`src/rtl/mc_controller_if.sv`:
```
// Memory handshake bundle between the multicycle controller and its memories.
interface mc_controller_if;
  logic       imem_req;
  logic       imem_ready;
  logic       dmem_req;
  logic       dmem_ready;
  logic [3:0] dm_w_en;

  modport master (
    output imem_req, dmem_req, dm_w_en,
    input  imem_ready, dmem_ready
  );

  modport slave (
    input  imem_req, dmem_req, dm_w_en,
    output imem_ready, dmem_ready
  );
endinterface

```
`src/rtl/mc_controller.sv`:
```
// Multicycle RV32I controller: FETCH/DECODE/EXEC/MEM/WB with trap state.
// Optional MC_CTRL_TIMEOUT_EN bounds memory waits by TIMEOUT_CYC cycles.
module mc_controller #(
  parameter int CNT_W       = 32,
  parameter int TIMEOUT_CYC = 255
) (
  input  logic             clk,
  input  logic             rst,
  mc_controller_if.master  mem,
  input  logic [4:0]       opcode,
  input  logic [2:0]       func3,
  input  logic             func7,
  input  logic             BrEq,
  input  logic             BrLT,
  output logic             ir_we,
  output logic             pc_we,
  output logic             next_pc_sel,
  output logic             BrUn,
  output logic [3:0]       alu_op,
  output logic             alu_op1_sel,
  output logic             alu_op2_sel,
  output logic             wb_en,
  output logic [1:0]       wb_sel,
  output logic             isLui,
  output logic [2:0]       state,
  output logic             trap,
  output logic             retired,
  output logic [CNT_W-1:0] retire_cnt
);

  typedef enum logic [2:0] {
    FETCH  = 3'd0,
    DECODE = 3'd1,
    EXEC   = 3'd2,
    MEM    = 3'd3,
    WB     = 3'd4,
    TRAP   = 3'd5
  } state_t;

  localparam logic [4:0] OPC_LOAD   = 5'b00000;
  localparam logic [4:0] OPC_STORE  = 5'b01000;
  localparam logic [4:0] OPC_BRANCH = 5'b11000;
  localparam logic [4:0] OPC_JALR   = 5'b11001;
  localparam logic [4:0] OPC_JAL    = 5'b11011;
  localparam logic [4:0] OPC_OP_IMM = 5'b00100;
  localparam logic [4:0] OPC_OP     = 5'b01100;
  localparam logic [4:0] OPC_AUIPC  = 5'b00101;
  localparam logic [4:0] OPC_LUI    = 5'b01101;

  typedef struct packed {
    logic [3:0] alu_op;
    logic       op1_pc;
    logic       op2_imm;
    logic [1:0] wb_sel;
    logic       br_un;
    logic       is_lui;
  } ctl_t;

  typedef struct packed {
    logic       ld;
    logic       st;
    logic       br;
    logic       jmp;
    logic [2:0] f3;
  } cls_t;

  if (TIMEOUT_CYC < 1) begin : g_bad_timeout
    $error("TIMEOUT_CYC must be at least 1");
  end

  state_t           state_q;
  ctl_t             ctl_d;
  ctl_t             ctl_q;
  ctl_t             ctl;
  cls_t             cls_d;
  cls_t             cls_q;
  logic             illegal;
  logic             take;
  logic             to_hit;
  logic [3:0]       st_mask;
  logic [CNT_W-1:0] cnt_q;

  always_comb begin
    ctl_d   = '0;
    cls_d   = '0;
    cls_d.f3 = func3;
    illegal = 1'b0;
    unique case (1'b1)
      opcode == OPC_LOAD: begin
        cls_d.ld       = 1'b1;
        ctl_d.op2_imm  = 1'b1;
        ctl_d.wb_sel   = 2'd1;
      end
      opcode == OPC_STORE: begin
        cls_d.st       = 1'b1;
        ctl_d.op2_imm  = 1'b1;
        illegal = func3[2] | (func3[1:0] == 2'b11);
      end
      opcode == OPC_BRANCH: begin
        cls_d.br       = 1'b1;
        ctl_d.op1_pc   = 1'b1;
        ctl_d.op2_imm  = 1'b1;
        ctl_d.br_un    = func3[1];
        illegal = (func3[2:1] == 2'b01);
      end
      opcode == OPC_JALR: begin
        cls_d.jmp      = 1'b1;
        ctl_d.op2_imm  = 1'b1;
        ctl_d.wb_sel   = 2'd2;
      end
      opcode == OPC_JAL: begin
        cls_d.jmp      = 1'b1;
        ctl_d.op1_pc   = 1'b1;
        ctl_d.op2_imm  = 1'b1;
        ctl_d.wb_sel   = 2'd2;
      end
      opcode == OPC_OP_IMM: begin
        ctl_d.op2_imm  = 1'b1;
        ctl_d.alu_op   = {func7 & (func3 == 3'b101), func3};
      end
      opcode == OPC_OP: begin
        ctl_d.alu_op   = {func7 & (func3 == 3'b000 || func3 == 3'b101), func3};
      end
      opcode == OPC_AUIPC: begin
        ctl_d.op1_pc   = 1'b1;
        ctl_d.op2_imm  = 1'b1;
      end
      opcode == OPC_LUI: begin
        ctl_d.op2_imm  = 1'b1;
        ctl_d.is_lui   = 1'b1;
      end
      default: illegal = 1'b1;
    endcase
  end

  // f3[0] inverts the sense: NE/GE/GEU are the negations of EQ/LT/LTU
  assign take = cls_q.f3[2] ? (BrLT ^ cls_q.f3[0]) : (BrEq ^ cls_q.f3[0]);

  always_comb begin
    case (cls_q.f3[1:0])
      2'b00:   st_mask = 4'b0001;
      2'b01:   st_mask = 4'b0011;
      default: st_mask = 4'b1111;
    endcase
  end

  always_comb begin
    mem.imem_req = 1'b0;
    mem.dmem_req = 1'b0;
    mem.dm_w_en  = 4'b0000;
    ir_we        = 1'b0;
    pc_we        = 1'b0;
    next_pc_sel  = 1'b0;
    wb_en        = 1'b0;
    trap         = 1'b0;
    ctl          = '0;
    if (!rst) begin
      unique case (state_q)
        FETCH: begin
          mem.imem_req = 1'b1;
          ir_we        = mem.imem_ready;
        end
        DECODE: ctl = ctl_d;
        EXEC: begin
          ctl = ctl_q;
          if (cls_q.br) begin
            pc_we       = 1'b1;
            next_pc_sel = take;
          end
        end
        MEM: begin
          ctl          = ctl_q;
          mem.dmem_req = 1'b1;
          if (cls_q.st) mem.dm_w_en = st_mask;
          pc_we = cls_q.st & mem.dmem_ready;
        end
        WB: begin
          ctl         = ctl_q;
          wb_en       = 1'b1;
          pc_we       = 1'b1;
          next_pc_sel = cls_q.jmp;
        end
        TRAP: trap = 1'b1;
        default: ;
      endcase
    end
  end

  assign alu_op      = ctl.alu_op;
  assign alu_op1_sel = ctl.op1_pc;
  assign alu_op2_sel = ctl.op2_imm;
  assign wb_sel      = ctl.wb_sel;
  assign BrUn        = ctl.br_un;
  assign isLui       = ctl.is_lui;
  assign retired     = pc_we;
  assign state       = rst ? 3'd0 : state_q;
  assign retire_cnt  = rst ? '0 : cnt_q;

`ifdef MC_CTRL_TIMEOUT_EN
  localparam int WAIT_W = $clog2(TIMEOUT_CYC + 1);

  logic [WAIT_W-1:0] wait_q;
  logic              waiting;

  // any ready-high cycle leaves FETCH/MEM, so clearing here tracks state changes
  assign waiting = (state_q == FETCH && !mem.imem_ready) ||
                   (state_q == MEM && !mem.dmem_ready);
  assign to_hit  = waiting && (wait_q == WAIT_W'(TIMEOUT_CYC - 1));

  always_ff @(posedge clk) begin
    if (rst || !waiting) wait_q <= '0;
    else                 wait_q <= wait_q + WAIT_W'(1);
  end
`else
  assign to_hit = 1'b0;
`endif

  always_ff @(posedge clk) begin
    if (rst) begin
      state_q <= FETCH;
      cnt_q   <= '0;
      ctl_q   <= '0;
      cls_q   <= '0;
    end else begin
      if (pc_we) cnt_q <= cnt_q + CNT_W'(1);
      unique case (state_q)
        FETCH: begin
          if (mem.imem_ready) state_q <= DECODE;
          else if (to_hit)    state_q <= TRAP;
        end
        DECODE: begin
          ctl_q   <= ctl_d;
          cls_q   <= cls_d;
          state_q <= illegal ? TRAP : EXEC;
        end
        EXEC: begin
          if (cls_q.ld || cls_q.st) state_q <= MEM;
          else if (cls_q.br)        state_q <= FETCH;
          else                      state_q <= WB;
        end
        MEM: begin
          if (mem.dmem_ready) state_q <= cls_q.st ? FETCH : WB;
          else if (to_hit)    state_q <= TRAP;
        end
        WB:      state_q <= FETCH;
        TRAP:    state_q <= TRAP;
        default: state_q <= FETCH;
      endcase
    end
  end

endmodule

```
`src/flat_wrapper.sv`:
```
// flat-port wrapper written by rule: the top's interface ports become plain ports
module mc_controller_flat 
#(
  parameter int CNT_W       = 32,
  parameter int TIMEOUT_CYC = 255
)
  (clk, rst, opcode, func3, func7, BrEq, BrLT, ir_we, pc_we, next_pc_sel, BrUn, alu_op, alu_op1_sel, alu_op2_sel, wb_en, wb_sel, isLui, state, trap, retired, retire_cnt, mem_imem_req, mem_dmem_req, mem_dm_w_en, mem_imem_ready, mem_dmem_ready);
  mc_controller_if mem_i ();
  input  logic clk;
  input  logic rst;
  input  logic [4:0] opcode;
  input  logic [2:0] func3;
  input  logic func7;
  input  logic BrEq;
  input  logic BrLT;
  output logic ir_we;
  output logic pc_we;
  output logic next_pc_sel;
  output logic BrUn;
  output logic [3:0] alu_op;
  output logic alu_op1_sel;
  output logic alu_op2_sel;
  output logic wb_en;
  output logic [1:0] wb_sel;
  output logic isLui;
  output logic [2:0] state;
  output logic trap;
  output logic retired;
  output logic [CNT_W-1:0] retire_cnt;
  output wire logic [$bits(mem_i.imem_req)-1:0] mem_imem_req;
  output wire logic [$bits(mem_i.dmem_req)-1:0] mem_dmem_req;
  output wire logic [$bits(mem_i.dm_w_en)-1:0] mem_dm_w_en;
  input wire logic [$bits(mem_i.imem_ready)-1:0] mem_imem_ready;
  input wire logic [$bits(mem_i.dmem_ready)-1:0] mem_dmem_ready;
  assign mem_imem_req = mem_i.imem_req;
  assign mem_dmem_req = mem_i.dmem_req;
  assign mem_dm_w_en = mem_i.dm_w_en;
  assign mem_i.imem_ready = mem_imem_ready;
  assign mem_i.dmem_ready = mem_dmem_ready;
  mc_controller #(.CNT_W(CNT_W), .TIMEOUT_CYC(TIMEOUT_CYC)) u_core (.clk(clk), .rst(rst), .mem(mem_i), .opcode(opcode), .func3(func3), .func7(func7), .BrEq(BrEq), .BrLT(BrLT), .ir_we(ir_we), .pc_we(pc_we), .next_pc_sel(next_pc_sel), .BrUn(BrUn), .alu_op(alu_op), .alu_op1_sel(alu_op1_sel), .alu_op2_sel(alu_op2_sel), .wb_en(wb_en), .wb_sel(wb_sel), .isLui(isLui), .state(state), .trap(trap), .retired(retired), .retire_cnt(retire_cnt));
endmodule
```
`config.mk`:
```
export PLATFORM = sky130hd
export DESIGN_NAME = mc_controller_flat
export DESIGN_NICKNAME = d
export VERILOG_FILES = /design/src/rtl/mc_controller_if.sv /design/src/rtl/mc_controller.sv /design/src/flat_wrapper.sv
export SDC_FILE = /design/constraint.sdc
export NUM_CORES = 1
export LEC_CHECK = 0
export CAP_MARGIN = 20
export CORE_MARGIN = 1
export CORE_UTILIZATION = 33
export CTS_CLUSTER_SIZE = 8
export DETAILED_ROUTE_END_ITERATION = 8
export GPL_TIMING_DRIVEN = 0
export PLACE_DENSITY = 0.59
export SLEW_MARGIN = 20
export SYNTH_ARGS = -nofsm -noshare
export SYNTH_HDL_FRONTEND = slang
export SYNTH_SLANG_ARGS = --single-unit
```
`constraint.sdc`:
```
create_clock -name clk -period 1.95 [get_ports clk]
set_input_delay 0.39 -clock clk [delete_from_list [all_inputs] [get_ports clk]]
set_output_delay 0.39 -clock clk [all_outputs]
set_load 0.05 [all_outputs]
```
Yosys cells after proc, flatten, opt, wreduce, memory -nomap -nowiden

Index checks and enable logic that the tools add are counted.

Add/subtract/negate cells: 1
Div/mod/pow operators: 0
Equal/unequal tests: 19
$mul: 0
$lt $le $gt $ge: 0
Bitwise operators: 6
Muxes and demuxes: 43
Reductions and logical operators: 12
Shifts and indexed selects: 0

Operator list:

| operator              | number |
|---|---|
| $add 32x1->32 const B | 1 |
| $mux 32               | 1 |
| $mux 1                | 23 |
| $mux 3                | 7 |
| $pmux 10 s2           | 1 |
| $pmux 4 s2            | 2 |
| $eq 5x4->1 const B    | 3 |
| $eq 5x5->1 const B    | 3 |
| $pmux 3 s5            | 1 |
| $mux 4                | 3 |
| $eq 5x3->1 const B    | 2 |
| $mux 10               | 1 |
| $eq 3x3->1 const B    | 3 |
| $reduce_or 8->1       | 1 |
| $reduce_or 7->1       | 1 |
| $eq 3x2->1 const B    | 2 |
| $logic_not 3->1       | 2 |
| $pmux 1 s3            | 2 |
| $reduce_or 3->1       | 2 |
| $logic_not 5->1       | 1 |
| $eq 2x1->1 const B    | 2 |
| $ne 2x2->1 const B    | 2 |
| $pmux 2 s2            | 1 |
| $and 1x1->1           | 3 |
| 9 further kinds       | 11 |

Output and inout port bits: 57
Register bits after elaboration: 52
Memories: 0
RAM bits: 0
Memory bits (read-only): 0
Latch bits: 0

Logic depth before layout (Yosys ltp)

Gate-level depths: netlist of run 1.

Word-level depth: 6
Mapped depth: 8

Least setup slack after synthesis of run 1

Ideal clock, no wire load.

Path type: input -> output
From: in rst
To: out mem_dm_w_en[1]
Stages on the path: 4
Path buffers: 1
Required time: 1,560 ps
Setup slack: -1,269 ps
Data arrival time: 2,829 ps
Cell sequence: buf_2 nor3_1 and2_1 o21a_1

Cells in the longest elaborated chain, start to end: 1

Ends and longest elaborated chain:

| element            | line                 | RTL |
|---|---|---|
| start: declaration | flat_wrapper.sv:10   | `input logic rst;` |
| $mux 4             | mc_controller.sv:157 | `if (!rst) begin` |
| end: declaration   | flat_wrapper.sv:32   | `output wire logic [$bits(mem_i.dm_w_en)-1:0] mem_dm_w_en;` |

Every way passes these cells.

Worst setup path in the final report of run 1

From: reg u_core.state_q[2]
To: out alu_op2_sel

Cells in the longest elaborated chain, start to end: 4
Elaborated cells on any way between the ends: 7

Ends and longest elaborated chain:

| element                                         | line                 | RTL |
|---|---|---|
| start: declaration                              | mc_controller.sv:71  | `state_t state_q;` |
| start signal: assignment                        | mc_controller.sv:234 | `state_q <= illegal ? TRAP : EXEC;` |
| start signal: assignment                        | mc_controller.sv:242 | `if (mem.dmem_ready) state_q <= cls_q.st ? FETCH : WB;` |
| $eq 3x3->1 / $eq 3x2->1 (equally long branches) | mc_controller.sv:158 | `unique case (state_q)` |
| $reduce_or 3->1 (no source line)                | n/a                  |  |
| $pmux 10 s2 *                                   | mc_controller.sv:158 |  |
| $mux 10 *                                       | mc_controller.sv:157 |  |
| end: declaration                                | flat_wrapper.sv:22   | `output logic alu_op2_sel;` |

Mark *: on every way between the ends. The rest lies on a longest branch, timed or not.

==> impl_metrics.env, run 1 <==
export IMPL_min_delay_path_class="input port to flop"
export IMPL_netSwitchingFraction=0.2943
export IMPL_worstSetupEndpointType="output port"
export IMPL_cp_max_fo=7
export IMPL_vias_per_cell=5.356
export IMPL_finalCritPeriodShare=1.163
export IMPL_grt_overflow=0
export IMPL_rr_endpoint="u_core.cnt_q[30]"
export IMPL_cap_violations=0
export IMPL_timing_critical_path_max_delay_family="simple AND/OR/NAND/NOR gates"
export IMPL_dp_hpwl_um=6229
export IMPL_multiInputGateArea_um2=2203
export IMPL_numCtsBuffers=5
export IMPL_setup_violating_endpoint_count_in_the_final_report=20
export IMPL_postRouteWirelength_um=9435
export IMPL_critical_path_class="flop to output port"
export IMPL_seq_area_um2=1057
export IMPL_timing_critical_path_required_ns=1.56
export IMPL_clk_transition_reported_paths_ns=0.09
export IMPL_top_layer_used="met4"
export IMPL_io_buffers=68
export IMPL_failing_checks="negative setup slack"
export IMPL_post_cts_hold_buffer_count=0
export IMPL_first_pass_grt_wire_length_um=14290
export IMPL_detailedRoute_firstPassIterationCount=4
export IMPL_startpoint_of_the_worst_setup_timing_path="u_core.state_q[2]"
export IMPL_drc=0
export IMPL_fillCellCount=837
export IMPL_synth_warnings=0
export IMPL_critical_path_n_buffers_inverters=3
export IMPL_timing_clock_skew_ns=0.01343
export IMPL_critical_path_reg2reg_startpoint="u_core.state_q[1]"
export IMPL_cts_tree="built"
export IMPL_p_int_mw=1.519
export IMPL_async_reset_ff_frac=0
export IMPL_ir_drop_worst_vdd_mv=0.2398
export IMPL_cts_htree_levels=2
export IMPL_synth_net_count=404
export IMPL_synth_lib_cells_used_distinct=55
export IMPL_number_of_antenna_violations_at_the_first_check_in_global_routing=0
export IMPL_rsz0062_at_grt="true"
export IMPL_placedInstanceArea_um2=3978
export IMPL_switching_power_mw=0.6335
export IMPL_seqPwrFrac=0.497
export IMPL_met1_length_um=4237
export IMPL_power_share_clock=0.292
export IMPL_cts_buffer_depth=2
export IMPL_dieWidth_um=96.40
export IMPL_place_congestion=0.8558
export IMPL_fin_nets=514
export IMPL_dr_wl_met2_um=4459
export IMPL_die_area_um2=9292
export IMPL_insertion_delay_ns=0.31
export IMPL_initial_utilization=0.3388
export IMPL_design_portCount=72
export IMPL_r2r_setup_slk_ns=-0.10
export IMPL_share_comb_of_total_power=0.211
export IMPL_chip_height_um=96.40
export IMPL_crit_path_top_delay_cell="sky130_fd_sc_hd__dfxtp_4"
export IMPL_avgRoutedWirePerCell_um=15.57
export IMPL_clock_fmax_mhz=441.0
export IMPL_crit_path_start_kind="flop"
export IMPL_syn_inst=388
export IMPL_finalCriticalPeriod_ns=2.267
export IMPL_via_count_of_the_first_global_routing_pass=2928
export IMPL_drtAntennaViolNets=0
export IMPL_synth_area_um2=2940
export IMPL_ys_seq_elements=51
export IMPL_outcome="complete, but fails checks"
export IMPL_groute_usage_overall=0.1987
export IMPL_fin_util=0.5444
export IMPL_power_density_nw_per_um2=455.6
export IMPL_timing_critical_path_slowest_cell_delay_ns=0.38
export IMPL_timing_reg2reg_worst_path_depth=8
export IMPL_grt_start_max_net_pins=15
export IMPL_cp_cell_sequence="nand2b_4, or3_4, buf_6, buf_6, a21oi_4, a21o_2, buf_8"
export IMPL_core_area_um2=8678
export IMPL_timing_hold_worst_start="func3[2]"
export IMPL_yosys_most_used_dff="sky130_fd_sc_hd__dfxtp_1"
export IMPL_cts_root_buffer_cell="sky130_fd_sc_hd__clkbuf_8"
export IMPL_synth_edff_count=0
export IMPL_cts_sink_count=51
export IMPL_layout_setup_ws_ns=-0.3175
export IMPL_num_vias=3246
export IMPL_power_leakage_nw=1.893
export IMPL_post_route_standard_cell_area_excluding_fillers_um2=4725
export IMPL_area_growth_pct=60.68
export IMPL_hold_path_endpoint="u_core.cls_q[2]"
export IMPL_proportion_of_synthesized_chip_area_in_sequential_cells=0.3472
export IMPL_final_hold_violation_count=0
export IMPL_drive_above_1_share=0.3373
export IMPL_dr_wl_met3_um=596
export IMPL_worst_slew_margin_rel=0.5259
export IMPL_antennaDiodeCount=0
export IMPL_drt_first_iter_violations=202
export IMPL_worstHoldPathCells=3
export IMPL_slew_viol_final=0
export IMPL_critPathArrivalTime_ns=1.88
export IMPL_critical_path_most_common_cell="sky130_fd_sc_hd__buf_6"
export IMPL_synth_area_per_cell_um2=7.578
export IMPL_worst_pin_slew_ns=0.7112
export IMPL_fp_row_count=34
-- registers in the layout (all words and copies together), names as in the netlist --
| signal | cells |
|---|---|
| u_core.state_q | 3 |
| u_core.cls_q | 6 |
| u_core.cnt_q | 32 |
| u_core.ctl_q | 10 |
-- area by class of cell --
class	count	area share
Timing Repair Buffer	104	0.2029
Sequential cell	51	0.2238
Inverter	7	0.006356
Clock inverter	1	0.001059
Tap cell	108	0.02860
Buffer	26	0.05350
Clock buffer	6	0.01748
Multi-Input combinational cell	303	0.4664
-- routing by layer --
layer  vias to the layer above  global-route usage
li1                       1575                   -
met1                      1560              0.2759
met2                        97              0.3191
met3                        14             0.02973
met4                         0             0.05637
met5                         -                   0
-- metrics by stage --
step	hold WS, ns	std cells	power [mW]	setup slack, ns	setup TNS [ns]
floorplan	0.4227	388	1.322	-0.1553	-0.7534
global placement	0.4340	564	1.433	-1.341	-32.93
detailed placement	0.4455	564	1.436	-1.366	-34.17
CTS	0.4585	595	2.127	-0.3864	-2.966
global route	0.4579	606	2.246	-0.3741	-5.469
finish	0.4352	606	2.152	-0.3175	-3.265
-- worst register-to-register path, stage by stage (launching register included) --
cell and delay (ns):
sky130_fd_sc_hd__dfxtp_4 0.40, sky130_fd_sc_hd__buf_4 0.13, sky130_fd_sc_hd__nand4b_1 0.12, sky130_fd_sc_hd__buf_4 0.17, sky130_fd_sc_hd__o211ai_1 0.21, sky130_fd_sc_hd__buf_4 0.18, sky130_fd_sc_hd__nand4_1 0.12, sky130_fd_sc_hd__or4_1 0.52
sky130_fd_sc_hd__a21oi_1 0.13
-- cells by family after synthesis --
family                     after synthesis  synth area share
muxes                                    2          0.006809
adders and majority gates                1          0.004255
DFF                                     51            0.3472
and+or+nand+nor                        201            0.3711
AOI/OAI and AO/OA                       79            0.1621
xor gates and xnor gates                20           0.05958
buffers and inverters                   34           0.04894
-- what timing repair did --
action | in CTS | in global routing
setup endpoints to repair | 78 | 46
pin swaps | 22 | 23
resized for setup | 252 | 77
setup buffers | 24 | 12
cloned | 0 | 1
-- power groups by stage --
stage | clock network [mW] | logic (mW) | registers (mW)
after floorplan | 0 | 0.230 | 1.09
after global placement | 0 | 0.338 | 1.09
after detailed placement | 0 | 0.339 | 1.10
after CTS | 0.636 | 0.420 | 1.07
after global routing | 0.688 | 0.485 | 1.07
final | 0.629 | 0.453 | 1.07
-- synthesized netlist by cell type, drive strengths merged, types with 2 or more instances --
library cell	count	area, um^2
dfxtp	51	1021
or3	10	67.56
nor3b	3	22.52
mux2i	2	20.02
a21oi	36	180.2
and2	4	25.02
xor2	9	78.83
nor3	8	45.04
nor2b	32	200.2
clkbuf	19	71.32
o21ai	16	80.08
a21o	5	37.54
o31ai	4	30.03
and4b	2	20.02
nor4	4	25.02
nand4	9	62.56
inv	7	26.28
or3b	2	17.52
and4	4	35.03
or4	3	22.52
buf	8	46.29
nand3	20	100.1
nor2	39	146.4
nand2b	7	43.79
nor4b	2	17.52
a22o	4	35.03
and3	6	37.54
nand2	40	150.1
o211ai	2	15.01
xnor2	11	96.34
-- cell usage in the layout (no fill, tap or decap), types with 6 or more instances in the layout --
| master | count |
|---|---|
| sky130_fd_sc_hd__a21oi_1 | 24 |
| sky130_fd_sc_hd__nand2b_1 | 6 |
| sky130_fd_sc_hd__clkbuf_1 | 8 |
| sky130_fd_sc_hd__nor2b_1 | 30 |
| sky130_fd_sc_hd__nand4_1 | 8 |
| sky130_fd_sc_hd__inv_1 | 6 |
| sky130_fd_sc_hd__dfxtp_2 | 8 |
| sky130_fd_sc_hd__buf_4 | 31 |
| sky130_fd_sc_hd__nand3_1 | 15 |
| sky130_fd_sc_hd__o21ai_0 | 10 |
| sky130_fd_sc_hd__buf_8 | 11 |
| sky130_fd_sc_hd__buf_2 | 6 |
| sky130_fd_sc_hd__or3_1 | 7 |
| sky130_fd_sc_hd__xnor2_1 | 11 |
| sky130_fd_sc_hd__dfxtp_4 | 7 |
| sky130_fd_sc_hd__clkbuf_8 | 8 |
| sky130_fd_sc_hd__a21oi_4 | 6 |
| sky130_fd_sc_hd__nor3_2 | 6 |
| sky130_fd_sc_hd__nor2_1 | 37 |
| sky130_fd_sc_hd__dlygate4sd2_1 | 33 |
| sky130_fd_sc_hd__dfxtp_1 | 36 |
| sky130_fd_sc_hd__xor2_1 | 9 |
| sky130_fd_sc_hd__a21oi_2 | 6 |
| sky130_fd_sc_hd__buf_6 | 18 |
| sky130_fd_sc_hd__nand2_1 | 37 |
-- worst max path at each step --
stage	end	cells after the start	slack [ns]
CTS	alu_op[3]	6	-0.39
global placement	BrUn	7	-1.34
floorplan	isLui	3	-0.16
detailed placement	BrUn	7	-1.37
global route	alu_op[3]	6	-0.37
finish	alu_op2_sel	7	-0.32
(Power assumes the default switching activity.)
==> run 2: changes to the inputs <==
Settings changed: DONT_BUFFER_PORTS set to 1, PLACE_DENSITY 0.59 to 0.48.
==> impl_metrics.env, run 2 (synthesis gave the netlist of run 1 again) <==
export IMPL_outcome="complete, but fails checks"
export IMPL_failing_checks="negative setup slack"
export IMPL_cts_htree_levels=2
export IMPL_via_count_of_the_first_global_routing_pass=2642
export IMPL_ir_drop_worst_vdd_mv=0.2871
export IMPL_largest_register="u_core.cnt_q"
export IMPL_fin_util=0.4779
export IMPL_power_leakage_nw=1.402
export IMPL_fin_nets=448
export IMPL_post_cts_hold_buffer_count=0
export IMPL_core_area_um2=8678
export IMPL_numCtsBuffers=5
export IMPL_detailedRoute_firstPassIterationCount=4
export IMPL_critPathArrivalTime_ns=2.02
export IMPL_initial_utilization=0.3388
export IMPL_crit_path_start_kind="flop"
export IMPL_groute_usage_overall=0.1968
export IMPL_number_of_antenna_violations_at_the_first_check_in_global_routing=0
export IMPL_worst_pin_slew_ns=0.7668
export IMPL_postRouteWirelength_um=9214
export IMPL_worst_slew_margin_rel=0.4850
export IMPL_drc=0
export IMPL_grt_overflow=0
export IMPL_timing_critical_path_slowest_cell_delay_ns=0.56
export IMPL_seq_area_um2=1066
export IMPL_fillCellCount=889
export IMPL_cts_root_buffer_cell="sky130_fd_sc_hd__clkbuf_8"
export IMPL_num_vias=2929
export IMPL_fin_total_pwr_mw=2.139
export IMPL_drtAntennaViolNets=0
export IMPL_dp_hpwl_um=6009
export IMPL_design_portCount=72
export IMPL_critical_path_n_buffers_inverters=0
export IMPL_layout_setup_ws_ns=-0.4631
export IMPL_grt_start_max_net_pins=16
export IMPL_drt_first_iter_violations=141
export IMPL_io_buffers=0
export IMPL_clock_fmax_mhz=414.4
export IMPL_timing_critical_path_max_delay_family="simple AND/OR/NAND/NOR gates"
export IMPL_avgRoutedWirePerCell_um=17.03
export IMPL_place_congestion=0.8555
export IMPL_cts_sink_count=51
export IMPL_timing_critical_path_required_ns=1.56
export IMPL_final_instance_count_excl_fillers=541
export IMPL_drive_above_1_share=0.4042
export IMPL_multiInputGateArea_um2=2287
export IMPL_finalCritPeriodShare=1.237
export IMPL_hold_worst_slack_ns=0.1978
export IMPL_timing_clock_skew_ns=0.01245
export IMPL_mostFrequentLayoutCell="sky130_fd_sc_hd__nand2_1"
export IMPL_fp_row_count=34
export IMPL_cp_cell_sequence="nand2b_4, nor3_4, and2_4, o21a_4"
export IMPL_dieWidth_um=96.40
export IMPL_vias_per_cell=5.414
export IMPL_layout_cells_most_common_list="37 x sky130_fd_sc_hd__nand2_1, 35 x sky130_fd_sc_hd__dfxtp_1, 32 x sky130_fd_sc_hd__nor2_1, 31 x sky130_fd_sc_hd__nor2b_2, 30 x sky130_fd_sc_hd__buf_4"
export IMPL_power_density_nw_per_um2=515.8
export IMPL_area_growth_pct=41.06
export IMPL_slew_viol_final=0
export IMPL_critical_path_class="flop to output port"
export IMPL_setup_violating_endpoint_count_in_the_final_report=21
export IMPL_rsz0062_at_grt="true"
export IMPL_cap_violations=0
export IMPL_largest_register_ffs=32
export IMPL_worstSetupEndpointType="output port"
export IMPL_cts_buffer_depth=2
export IMPL_min_delay_path_class="input port to flop"
export IMPL_die_area_um2=9292
export IMPL_insertion_delay_ns=0.31
export IMPL_first_pass_grt_wire_length_um=13830
export IMPL_cts_tree="built"
export IMPL_cp_max_fo=5
export IMPL_chip_height_um=96.40
export IMPL_largest_registers="u_core.cnt_q (32), u_core.ctl_q (10), u_core.cls_q (6)"
export IMPL_crit_path_top_delay_cell="sky130_fd_sc_hd__nor3_4"
export IMPL_finalCriticalPeriod_ns=2.413
export IMPL_antennaDiodeCount=0
export IMPL_final_hold_violation_count=0
export IMPL_clk_transition_reported_paths_ns=0.10
export IMPL_placedCellCount=496
[run 2: changes by cell type in the layout (fill, tap and decap cells not counted), sizes merged]
cell,previous run,this run
clkinvlp,1,2
dlygate4sd2,33,0
clkdlybuf4s50,5,0
clkbuf,26,23
buf,68,47
clkdlybuf4s15,3,0
dlymetal6s2s,1,0
[run 2: area by class of cell]
type | instances | share of cell area
clock buffers | 6 | 0.01750
multi-input cells | 303 | 0.5514
repair buffers | 39 | 0.07722
flip-flops and latches | 51 | 0.2570
clock inverters | 2 | 0.003017
plain buffers | 25 | 0.05400
inverters | 7 | 0.007240
well taps | 108 | 0.03258
[run 2: power breakdown]
group	internal, mW	total, mW	switching, mW
clock network	0.253	0.640	0.388
registers	1.05	1.06	0.0170
logic	0.175	0.436	0.261
total	1.47	2.14	0.665
[run 2: routing by layer]
metal | global-route usage | vias to the layer above | wire (um)
met5 | 0 | - | 0
met4 | 0.04044 | 0 | 76
met3 | 0.03052 | 6 | 424
met2 | 0.3097 | 60 | 4177
met1 | 0.2836 | 1415 | 4534
li1 | - | 1448 | -
[run 2: final timing paths]
check	cells after the start	slack [ns]	startpoint	endpoint
worst min register to register	2	0.45	u_core.ctl_q[9]	u_core.ctl_q[9]
worst min-delay path	2	0.20	func3[1]	u_core.cls_q[1]
worst max-delay path	4	-0.46	u_core.state_q[2]	mem_dm_w_en[1]
worst max register to register	7	-0.04	u_core.state_q[1]	u_core.cnt_q[26]
[run 2: per-stage QoR]
step	worst slack, ns	area [um^2]	TNS [ns]
after global routing	-0.5225	4148	-6.783
final	-0.4631	4148	-5.439
after detailed placement	-0.4110	3297	-9.056
after floorplan	-0.1553	3162	-0.7534
after CTS	-0.4676	3816	-6.269
after global placement	-0.4297	3297	-8.779
[run 2: worst register-to-register path, stage by stage (launching register included)]
cell and delay (ns):
sky130_fd_sc_hd__dfxtp_4 0.37, sky130_fd_sc_hd__or3b_4 0.42, sky130_fd_sc_hd__o211a_4 0.17, sky130_fd_sc_hd__buf_6 0.11, sky130_fd_sc_hd__buf_6 0.12, sky130_fd_sc_hd__nor3_4 0.12
sky130_fd_sc_hd__or4b_4 0.48, sky130_fd_sc_hd__a21oi_2 0.14
[run 2: what timing repair did]
action | CTS | global route
pin swaps | 18 | 19
gates resized for setup | 79 | 67
endpoints found under the setup margin | 57 | 60
gates cloned | 0 | 1
buffers inserted | 20 | 19
